$ cat src/rtl/ex_mem_reg_pkg.sv
// Shared widths and field bundles for the EX/MEM stage and the MEM/WB stage that mirrors it.
package ex_mem_reg_pkg;

  localparam int DATA_W = 16;
  localparam int REG_W  = 3;

  // Control bits that must be squashed by a flush; the data bundle may keep stale values.
  typedef struct packed {
    logic mem_write;
    logic mem_read;
    logic reg_write;
    logic halt;
  } ex_mem_ctrl_t;

  typedef struct packed {
    logic [DATA_W-1:0] xout;
    logic [DATA_W-1:0] write_data;
    logic [DATA_W-1:0] pc_inc;
    logic [REG_W-1:0]  write_reg;
    logic              mem_to_reg;
  } ex_mem_data_t;

endpackage

$ cat src/rtl/ex_mem_reg_pipe_field_reg.sv
// Field-group flop: async reset, clear-to-zero, and a hold enable. Clear wins over hold.
module pipe_field_reg #(
  parameter int W = 1
) (
  input  logic         clk,
  input  logic         rst,
  input  logic         en,
  input  logic         clr,
  input  logic [W-1:0] d,
  output logic [W-1:0] q
);

  always_ff @(posedge clk or posedge rst) begin
    if (rst)      q <= '0;
    else if (clr) q <= '0;
    else if (en)  q <= d;
  end

endmodule

$ cat src/rtl/ex_mem_reg.sv
// EX/MEM pipeline register: stall hold, flush-to-bubble, sticky halt with one-shot dump, sticky error.
// Priority on every edge is flush, then stall, then load; stall is a hold, not a handshake.
module ex_mem_reg #(
  parameter int DATA_W = ex_mem_reg_pkg::DATA_W,
  parameter int REG_W  = ex_mem_reg_pkg::REG_W
) (
  input  logic              clk,
  input  logic              rst,
  input  logic              stall,
  input  logic              flush,
  input  logic              ex_valid,
  input  logic [DATA_W-1:0] ex_XOut,
  input  logic [DATA_W-1:0] ex_WriteData,
  input  logic              ex_MemWrite,
  input  logic              ex_MemRead,
  input  logic              ex_RegWrite,
  input  logic [REG_W-1:0]  ex_WriteReg,
  input  logic              ex_MemToReg,
  input  logic [DATA_W-1:0] ex_PCInc,
  input  logic              ex_halt,
  input  logic              ex_err,
  output logic [DATA_W-1:0] XOut,
  output logic [DATA_W-1:0] WriteData,
  output logic              MemWrite,
  output logic              MemRead,
  output logic              createdump,
  output logic              RegWrite,
  output logic [REG_W-1:0]  WriteReg,
  output logic              MemToReg,
  output logic [DATA_W-1:0] PCInc,
  output logic              valid,
  output logic              halted,
  output logic              err
);

  import ex_mem_reg_pkg::*;

  localparam int DW = 3 * DATA_W + REG_W + 1;

  logic [DW-1:0] data_d;
  logic [DW-1:0] data_q;
  ex_mem_ctrl_t  ctrl_d;
  ex_mem_ctrl_t  ctrl_q;
  logic          dumped;

  assign data_d = {ex_XOut, ex_WriteData, ex_PCInc, ex_WriteReg, ex_MemToReg};

  always_comb begin
    ctrl_d           = '0;
    ctrl_d.mem_write = ex_MemWrite;
    ctrl_d.mem_read  = ex_MemRead;
    ctrl_d.reg_write = ex_RegWrite;
    ctrl_d.halt      = ex_halt;
  end

  pipe_field_reg #(.W(DW)) u_data (
    .clk (clk),
    .rst (rst),
    .en  (~stall),
    .clr (flush),
    .d   (data_d),
    .q   (data_q)
  );

  pipe_field_reg #(.W($bits(ex_mem_ctrl_t))) u_ctrl (
    .clk (clk),
    .rst (rst),
    .en  (~stall),
    .clr (flush),
    .d   (ctrl_d),
    .q   (ctrl_q)
  );

  assign {XOut, WriteData, PCInc, WriteReg, MemToReg} = data_q;

  assign MemWrite   = ctrl_q.mem_write & valid;
  assign MemRead    = ctrl_q.mem_read  & valid;
  assign RegWrite   = ctrl_q.reg_write & valid;
  // The dump request waits out any stall so memory sees it exactly once.
  assign createdump = valid & ctrl_q.halt & ~stall & ~dumped;

  always_ff @(posedge clk or posedge rst) begin
    if (rst) begin
      valid  <= 1'b0;
      halted <= 1'b0;
      err    <= 1'b0;
      dumped <= 1'b0;
    end else begin
      if (flush) begin
        valid <= 1'b0;
      end else if (!stall) begin
        // Once halted, everything behind the HALT enters as a bubble.
        valid <= ex_valid & ~halted;
        if (ex_valid && ex_halt && !halted) halted <= 1'b1;
        if (ex_valid && ex_err)             err    <= 1'b1;
      end
      if (createdump) dumped <= 1'b1;
    end
  end

endmodule

$ cat config.mk
export PLATFORM = sky130hd
export DESIGN_NAME = ex_mem_reg
export DESIGN_NICKNAME = d
export VERILOG_FILES = /design/src/rtl/ex_mem_reg_pkg.sv /design/src/rtl/ex_mem_reg_pipe_field_reg.sv /design/src/rtl/ex_mem_reg.sv
export SDC_FILE = /design/constraint.sdc
export NUM_CORES = 1
export LEC_CHECK = 0
export CAP_MARGIN = 20
export CORE_UTILIZATION = 34
export CTS_BUF_LIST = sky130_fd_sc_hd__clkbuf_16
export CTS_CLUSTER_DIAMETER = 80
export DETAILED_ROUTE_END_ITERATION = 8
export PLACE_DENSITY = 0.72
export SKIP_CTS_REPAIR_TIMING = 1
export SYNTH_ARGS = -nofsm -noshare
export SYNTH_HDL_FRONTEND = slang
export SYNTH_SLANG_ARGS = --single-unit
$ cat constraint.sdc
create_clock -name clk -period 4.2 [get_ports clk]
set_clock_uncertainty 0.15 [all_clocks]
set_input_delay 0.42 -clock clk [delete_from_list [all_inputs] [get_ports clk]]
set_output_delay 0.42 -clock clk [all_outputs]
set_load 0.1 [all_outputs]
==> results.yml, run 1 <==
setup_path:
  worst-setup-path-type: "reg2out"
  end_kind: "output pin"
  r2r_setup_slack_ns: 3.09
  reg2reg_to: "valid$_DFFE_PP0P_"
  worstPathArrival_ns: 2.12
  r2r_start: "halted$_DFFE_PP0P_"
  required_ns: 3.63
  crit_fanout: 6
  slowest_delay_ns: 1.14
  cp-start-kind: "flop"
  worstSetupStartpoint: "valid$_DFFE_PP0P_"
  slowest_stage: "clkdlybuf4s50_1"
  cp.buffers_inverters: 1
  timing.critical_path.max_delay_family: "buffers and inverters"
  ff2ff_path_depth: 2
  path_cells: "nand3b_1 -> nor2_1 -> clkdlybuf4s50_1"
floorplanning:
  pin_count: 121
  std_cell_rows: 30
  dieArea_um2: 7600
  fp.dieW_um: 87.2
  coreArea_um2: 6910
  start_util_pct: 35.7
  fp.dieH_um: 87.2
logic_synthesis:
  synth_nets: 260
  synth-simple-area-share_pct: 10.7
  yosys.cell_count.top_type: "dfrtp_1"
  synth_top_family_by_area: "multiplexers"
  muxShareOfSynthArea_pct: 22.7
  synth.top_cells.by_area: "dfrtp_1 61%, mux2i_1 23%, nor2_1 8.8%, buf_12 1.6%, buf_4 0.91%"
  synth_area_um2: 2470
  synthTopCellsByCount: "60 x dfrtp_1, 58 x nor2_1, 56 x mux2i_1"
  yosysTopAreaCellShare_pct: 60.9
  synth_edf_count: 0
  ys_ff_latch: 60
  syn_area_per_cell_um2: 12.5
  synthAdderAreaFrac_pct: 0
  ys_seq_area_share_pct: 60.9
  synth_top_flop_cell: "dfrtp_1"
  synth.distinct_cells: 18
  synth_xor_area_share_pct: 0
  yosysWarnings: 0
  synth_largest_area_cell: "dfrtp_1"
  synth_compound_area_share_pct: 0.913
  synthCells: 198
  ys_async_sr_fraction_pct: 100
clock_network:
  cts_inserted_buffers: 9
  cts_root_buf: "clkbuf_16"
  cts_max_path_buffers: 2
  insertion_delay_ns: 0.31
  clkSinkCount: 60
  tritoncts: "done"
  htree_levels: 3
  clk_pin_slew_worst_paths_ns: 0.05
drt:
  drc: 0
  vias: 1866
  drtIter0Drc: 73
  wl_per_cell_um: 13.0
  drt_wl_total_um: 5450
  vias_per_cell: 4.45
  ant_nets: 0
  first_pass_iters: 4
power_and_ir_drop:
  peakVddDrop_mv: 0.197
  power.total_w: 0.00174
  leakagePower_nw: 1.86
  power_density_nw_per_um2: 439
place:
  numPortBuffers: 120
  dp_slack_ns: 1.65
  placed_area_um2: 3680
  hpwl_um: 3670
  gp_congestion: 0.669
sta:
  fmax_mhz: 372
  hold_viol: 0
  finalWorstSetupSlack_ns: 1.51
  slew_viol_final: 0
  tns_ns: 0
  rsz0062_at_grt: "false"
  finalSetupViolCount: 0
  period_needed_ns: 2.69
  worst_pin_slew_ns: 1.05
  fin_crit_sh_pct: 64.0
  relSlewSlack_pct: 30.1
cells_and_area:
  multi_input_area_um2: 846
  fin_nets: 380
  syn2layout_area_growth_pct: 60.8
  stdcell_area_um2: 3970
  insertedDiodeCount: 0
  fin_util_pct: 57.4
  fillers: 630
  regArea_um2: 1500
  layout-drive-gt1-share_pct: 6.50
global_route:
  antenna_found_initial: 0
  grt_overflow_total: 0
  first_global_vias: 1984
  grt_max_degree: 60
  grt_pass1_wl_um: 9020
  grt_usage_pct: 15.5
flow_run:
  maxCapViolations: 0
run_status:
  status: "finished clean"
hold_path:
  holdPathStages: 3
  min-delay-start: "stall"
  whs_endpoint: "dumped$_DFFE_PP0P_"
  hp-class: "in2reg"
per-layer routing:
layer  GRT usage, %  wire length, µm  up-vias
met5              0                0        -
met2           25.6             2550       80
met1           19.0             2400      882
met4           6.71               76        0
li1               -                -      896
met3           4.55              423        8
registers in the layout, summed over array words and instances (netlist names):
name,cells
u_data.q,52
dumped,1
halted,1
valid,1
err,1
u_ctrl.q,4
where the power goes:
group / leakage (nW) / internal, W / switching (W) / total [W]
logic: 0.928 / 0.000132 / 0.000294 / 0.000426
clock network: 0.148 / 0.000450 / 0.000233 / 0.000683
registers: 0.788 / 0.000612 / 0.0000177 / 0.000630
placed cells by master (no fill, tap or decap), types with 2 or more instances in the layout:
cell type / netlist / final
mux2i_1: 56 / 56
and2_1: 3 / 3
dfrtp_1: 60 / 60
inv_1: 1 / 2
clkinv_2: 0 / 3
nor2_1: 58 / 58
buf_4: 3 / 3
clkbuf_16: 0 / 9
clkdlybuf4s50_1: 0 / 118
a31o_2: 2 / 2
stage by stage:
step	hold WS (ns)	std cells
global placement	0.304	403
floorplan	0.285	198
detailed placement	0.308	403
finish	0.294	419
CTS	0.284	419
global route	0.308	419
cells by family (layout without fill, tap and decap cells):
kind of cell           count (synthesis)  after routing
and+or+nand+nor                       65             65
DFF                                   60             60
muxes                                 56             56
buffers and inverters                 14            139
AOI/OAI and AO/OA                      3              3
worst max path at each step:
stage	endpoint	cells after the start	slack, ns
6_report	createdump	3	1.51
5_1_grt	createdump	3	1.38
4_1_cts	createdump	3	1.47
3_5_place_dp	createdump	4	1.65
3_3_place_gp	createdump	4	1.66
2_1_floorplan	createdump	2	1.22
cell type report:
cell class | count | share of cell area (%)
Inverter | 1 | 0.0947
Timing Repair Buffer | 122 | 30.5
Sequential cell | 60 | 37.9
Tap cell | 96 | 3.03
Clock inverter | 7 | 1.51
Clock buffer | 9 | 5.68
Multi-Input combinational cell | 124 | 21.3
worst reg2reg max path, stage by stage, from the launching register on:
cell	delay [ns]
dfrtp_1	0.39
or3b_1	0.35
a21oi_1	0.14
No activity file was read; power rests on OpenSTA's default activity.
==> inputs of run 2 (changes only) <==
==> constraint.sdc (replaced) <==
create_clock -name clk -period 2.51 [get_ports clk]
set_clock_uncertainty 0.15 [all_clocks]
set_input_delay 0.251 -clock clk [delete_from_list [all_inputs] [get_ports clk]]
set_output_delay 0.251 -clock clk [all_outputs]
set_load 0.1 [all_outputs]
==> run 2 against run 1 <==
Against the previous run:
- combinational power rose by 64%
- global-route usage increased by 0.22 points
- sequential cell count unchanged
- critical path depth is the same
- via count unchanged
- worst hold slack got worse by 0.26 ns
- cell count increased by 0.24%
- worst setup slack lost 0.62 ns
- clock power grew 49%
- critical path type unchanged
- highest routed layer unchanged
==> results.yml, run 2 (synthesis gave the netlist of run 1 again) <==
global_route:
  grt_pass1_wl_um: 9050
  grt_usage_pct: 15.7
  first_global_vias: 1888
  antenna_found_initial: 0
  grt_max_degree: 51
  grt_overflow_total: 0
place:
  hpwl_um: 3960
  placed_area_um2: 3580
  gp_congestion: 0.700
  numPortBuffers: 120
  dp_slack_ns: 0.880
  dp.cells: 406
drt:
  drc: 0
  ant_nets: 0
  wl_per_cell_um: 13.3
  drt_wl_total_um: 5580
  drtIter0Drc: 44
  vias: 1866
  first_pass_iters: 4
  vias_per_cell: 4.44
floorplanning:
  coreArea_um2: 6910
  std_cell_rows: 30
  start_util_pct: 35.7
  fp.dieW_um: 87.2
  pin_count: 121
  dieArea_um2: 7600
  fp.dieH_um: 87.2
power_and_ir_drop:
  leakagePower_nw: 1.96
  power_density_nw_per_um2: 725
  peakVddDrop_mv: 0.433
cells_and_area:
  layout-drive-gt1-share_pct: 25.3
  fin_nets: 383
  stdcell_area_um2: 3830
  layout_common_cells: "63 x buf_4, 60 x dfrtp_1, 59 x clkdlybuf4s50_1"
  top_regs: "u_data.q x52, u_ctrl.q x4"
  fin_cells: 420
  top_register: "u_data.q"
  largest_reg_flops: 52
  syn2layout_area_growth_pct: 55.3
  fillers: 645
  insertedDiodeCount: 0
  layout_commonest_cell: "buf_4"
flow_run:
  maxCapViolations: 0
clock_network:
  clk_pin_slew_worst_paths_ns: 0.05
  htree_levels: 3
  cts_root_buf: "clkbuf_16"
  insertion_delay_ns: 0.32
  cts_max_path_buffers: 2
  tritoncts: "done"
  clkSinkCount: 60
  cts_inserted_buffers: 9
setup_path:
  r2r_setup_slack_ns: 1.39
  worst-setup-path-type: "reg2out"
  crit_fanout: 6
  worstPathArrival_ns: 1.21
  crit_end: "createdump"
  required_ns: 2.11
  cp-start-kind: "flop"
  ff2ff_path_depth: 2
  end_kind: "output pin"
  reg2reg_to: "valid$_DFFE_PP0P_"
  worstSetupStartpoint: "valid$_DFFE_PP0P_"
  r2r_start: "halted$_DFFE_PP0P_"
sta:
  rsz0062_at_grt: "false"
  slew_viol_final: 0
  fmax_mhz: 620
  tns_ns: 0
  fin_crit_sh_pct: 64.2
  hold_viol: 0
  worst_pin_slew_ns: 0.401
  relSlewSlack_pct: 73.3
  finalSetupViolCount: 0
  period_needed_ns: 1.61
  finalWorstSetupSlack_ns: 0.898
run_status:
  status: "finished clean"
hold_path:
  hp-class: "in2async"
-- run 2: stage by stage --
stage,power (W),util [%],hold slack (ns)
5_1_grt,0.00290,55.5,0.0592
2_1_floorplan,0.00157,-,0.253
3_3_place_gp,0.00177,51.9,0.307
3_5_place_dp,0.00178,51.9,0.317
6_report,0.00278,55.5,0.0350
4_1_cts,0.00282,55.5,0.0320
-- run 2: worst min path at each step --
stage                                from                        to  slack [ns]  cells past startpoint
after floorplan                  ex_valid           err$_DFFE_PP0P_        0.25                      1
after global placement    err$_DFFE_PP0P_           err$_DFFE_PP0P_        0.31                      1
after detailed placement  err$_DFFE_PP0P_           err$_DFFE_PP0P_        0.32                      1
after CTS                             rst  u_data.q[39]$_DFFE_PP0P_        0.03                      2
after global routing                  rst  u_data.q[46]$_DFFE_PP0P_        0.06                      2
final                                 rst  u_data.q[46]$_DFFE_PP0P_        0.03                      2
-- run 2: area by class of cell --
class	instances	area [µm²]	share of cell area, %
well taps	96	120	3.14
clock buffers	9	225	5.88
inverters	1	3.75	0.0980
clock inverters	5	22.5	0.588
flip-flops and latches	60	1500	39.2
repair buffers	125	1110	28.9
multi-input cells	124	848	22.1
-- run 2: power breakdown --
part           internal, W  switching, W  leakage, nW
registers          0.00103     0.0000315        0.788
clock network     0.000641      0.000378        0.130
logic             0.000206      0.000493         1.05
total              0.00187      0.000903         1.96
-- run 2: critical path: stages (launching register included) --
cell,delay (ns)
dfrtp_1,0.43
nand3b_1,0.14
nor2_2,0.14
buf_12,0.19
-- run 2: per-layer routing --
layer / share of wire [%] / wire length [µm] / vias to the layer above / global-route usage [%]
li1: - / - / 901 / -
met3: 8.6 / 482 / 5 / 6.82
met5: 0 / 0 / - / 0
met4: 0.52 / 29 / 0 / 4.47
met1: 44 / 2440 / 876 / 19.3
met2: 47 / 2630 / 84 / 25.3
==> inputs of run 3 (changes only) <==
==> constraint.sdc (replaced) <==
create_clock -name clk -period 1.55 [get_ports clk]
set_clock_uncertainty 0.15 [all_clocks]
set_input_delay 0.155 -clock clk [delete_from_list [all_inputs] [get_ports clk]]
set_output_delay 0.155 -clock clk [all_outputs]
set_load 0.1 [all_outputs]
==> run 3 against run 2 <==
Against the previous run:
- cell count rose by 0.71%
- critical path type unchanged
- via count rose by 1.7%
- power rose by 92%
- worst hold slack improved by 0.043 ns
- non-clock buffer count rose by 1
- count of clock-buffer cells in the layout did not move
- global-route usage rose by 1.5 points
- die area did not move
- design area rose by 22%
- register-to-register slack got worse by 1.0 ns
==> results.yml, run 3 (synthesis gave the netlist of run 1 again) <==
drt:
  wl_per_cell_um: 13.9
  ant_nets: 0
  vias: 1898
  first_pass_iters: 4
  drt_wl_total_um: 5870
  drtIter0Drc: 65
  vias_per_cell: 4.49
  drc: 0
clock_network:
  clkSinkCount: 60
  cts_root_buf: "clkbuf_16"
  clk_pin_slew_worst_paths_ns: 0.05
  cts_max_path_buffers: 2
  cts_inserted_buffers: 9
  insertion_delay_ns: 0.32
  htree_levels: 3
  tritoncts: "done"
global_route:
  grt_overflow_total: 0
  grt_usage_pct: 17.2
  grt_max_degree: 37
  first_global_vias: 1977
  antenna_found_initial: 0
  grt_pass1_wl_um: 9790
sta:
  whs_ns: 0.0783
  relSlewSlack_pct: 77.6
  rsz0062_at_grt: "true"
  fin_crit_sh_pct: 98.1
  fmax_mhz: 658
  worst_pin_slew_ns: 0.336
  period_needed_ns: 1.52
  slew_viol_final: 0
  hold_viol: 0
  finalSetupViolCount: 0
power_and_ir_drop:
  leakagePower_nw: 2.21
  peakVddDrop_mv: 0.586
  power_density_nw_per_um2: 1130
place:
  hpwl_um: 4260
  gp_congestion: 0.680
  numPortBuffers: 120
  placed_area_um2: 4360
cells_and_area:
  largest_reg_flops: 52
  layout_commonest_cell: "buf_12"
  top_regs: "u_data.q x52, u_ctrl.q x4"
  layout-drive-gt1-share_pct: 27.2
  fin_util_pct: 67.9
  top_register: "u_data.q"
  insertedDiodeCount: 0
  layout_common_cells: "62 x buf_12, 59 x clkdlybuf4s50_1, 58 x dfrtp_1"
  syn2layout_area_growth_pct: 90.2
  fin_nets: 384
  stdcell_area_um2: 4690
setup_path:
  crit_fanout: 6
  r2r_start: "halted$_DFFE_PP0P_"
  required_ns: 1.24
  ff2ff_path_depth: 2
  worstPathArrival_ns: 1.22
  slowest_delay_ns: 0.42
  path_cells: "nand3b_1 -> nor2_4 -> buf_12"
  worst-setup-path-type: "reg2out"
  end_kind: "output pin"
  reg2reg_to: "valid$_DFFE_PP0P_"
  timing.critical_path.max_delay_family: "flip-flops"
  r2r_setup_slack_ns: 0.39
  cp-start-kind: "flop"
  slowest_stage: "dfrtp_2"
  cp.buffers_inverters: 1
floorplanning:
  coreArea_um2: 6910
  fp.dieW_um: 87.2
  pin_count: 121
  std_cell_rows: 30
  fp.dieH_um: 87.2
  start_util_pct: 35.7
  dieArea_um2: 7600
run_status:
  status: "finished clean"
flow_run:
  maxCapViolations: 0
hold_path:
  hp-class: "in2async"
-- run 3: cell count changes in the layout (fill, tap and decap cells not counted), sizes merged --
cell and delta:
bufinv +3, inv +1, clkinv -4, buf +1
clkinvlp +2
-- run 3: power breakdown --
part           internal, W  switching (W)  leakage [nW]
logic             0.000546       0.000802          1.25
clock network      0.00155       0.000665         0.169
registers          0.00166      0.0000954         0.786
total              0.00376        0.00156          2.21
-- run 3: routing by layer --
metal / wire length (µm) / up-vias / GRT usage [%]
li1: - / 906 / -
met1: 2490 / 907 / 21.5
met2: 2750 / 78 / 26.3
met3: 568 / 7 / 7.96
met4: 61 / 0 / 6.26
met5: 0 / - / 0
-- run 3: layout make-up --
| type | instances | area [µm²] |
|---|---|---|
| Inverter | 1 | 7.51 |
| Timing Repair Buffer | 126 | 1870 |
| Tap cell | 96 | 120 |
| Clock inverter | 7 | 109 |
| Sequential cell | 60 | 1500 |
| Clock buffer | 9 | 225 |
| Fill cell | 527 | 2220 |
| Multi-Input combinational cell | 124 | 857 |
-- run 3: worst register-to-register path: cells and delay by family, from the launching register on --
| family | cells | cell delay, ns |
|---|---|---|
| simple gates | 1 | 0.35 |
| flops | 1 | 0.42 |
| compound gates | 1 | 0.15 |
-- run 3: per-stage QoR --
step	total power, W	setup WS [ns]	instances	TNS (ns)
2_1_floorplan	0.00254	-0.158	198	-0.203
3_3_place_gp	0.00313	0.180	407	0
3_5_place_dp	0.00314	0.138	407	0
4_1_cts	0.00539	0.00742	423	0
5_1_grt	0.00552	-0.0236	423	-0.0236
6_report	0.00532	0.0299	423	0
-- run 3: how the worst max path moves through the flow --
stage / endpoint / depth (start not counted) / startpoint
finish: createdump / 3 / valid$_DFFE_PP0P_
global route: createdump / 3 / valid$_DFFE_PP0P_
CTS: createdump / 3 / valid$_DFFE_PP0P_
detailed placement: valid$_DFFE_PP0P_ / 3 / ex_valid
global placement: valid$_DFFE_PP0P_ / 3 / ex_valid
floorplan: createdump / 2 / valid$_DFFE_PP0P_
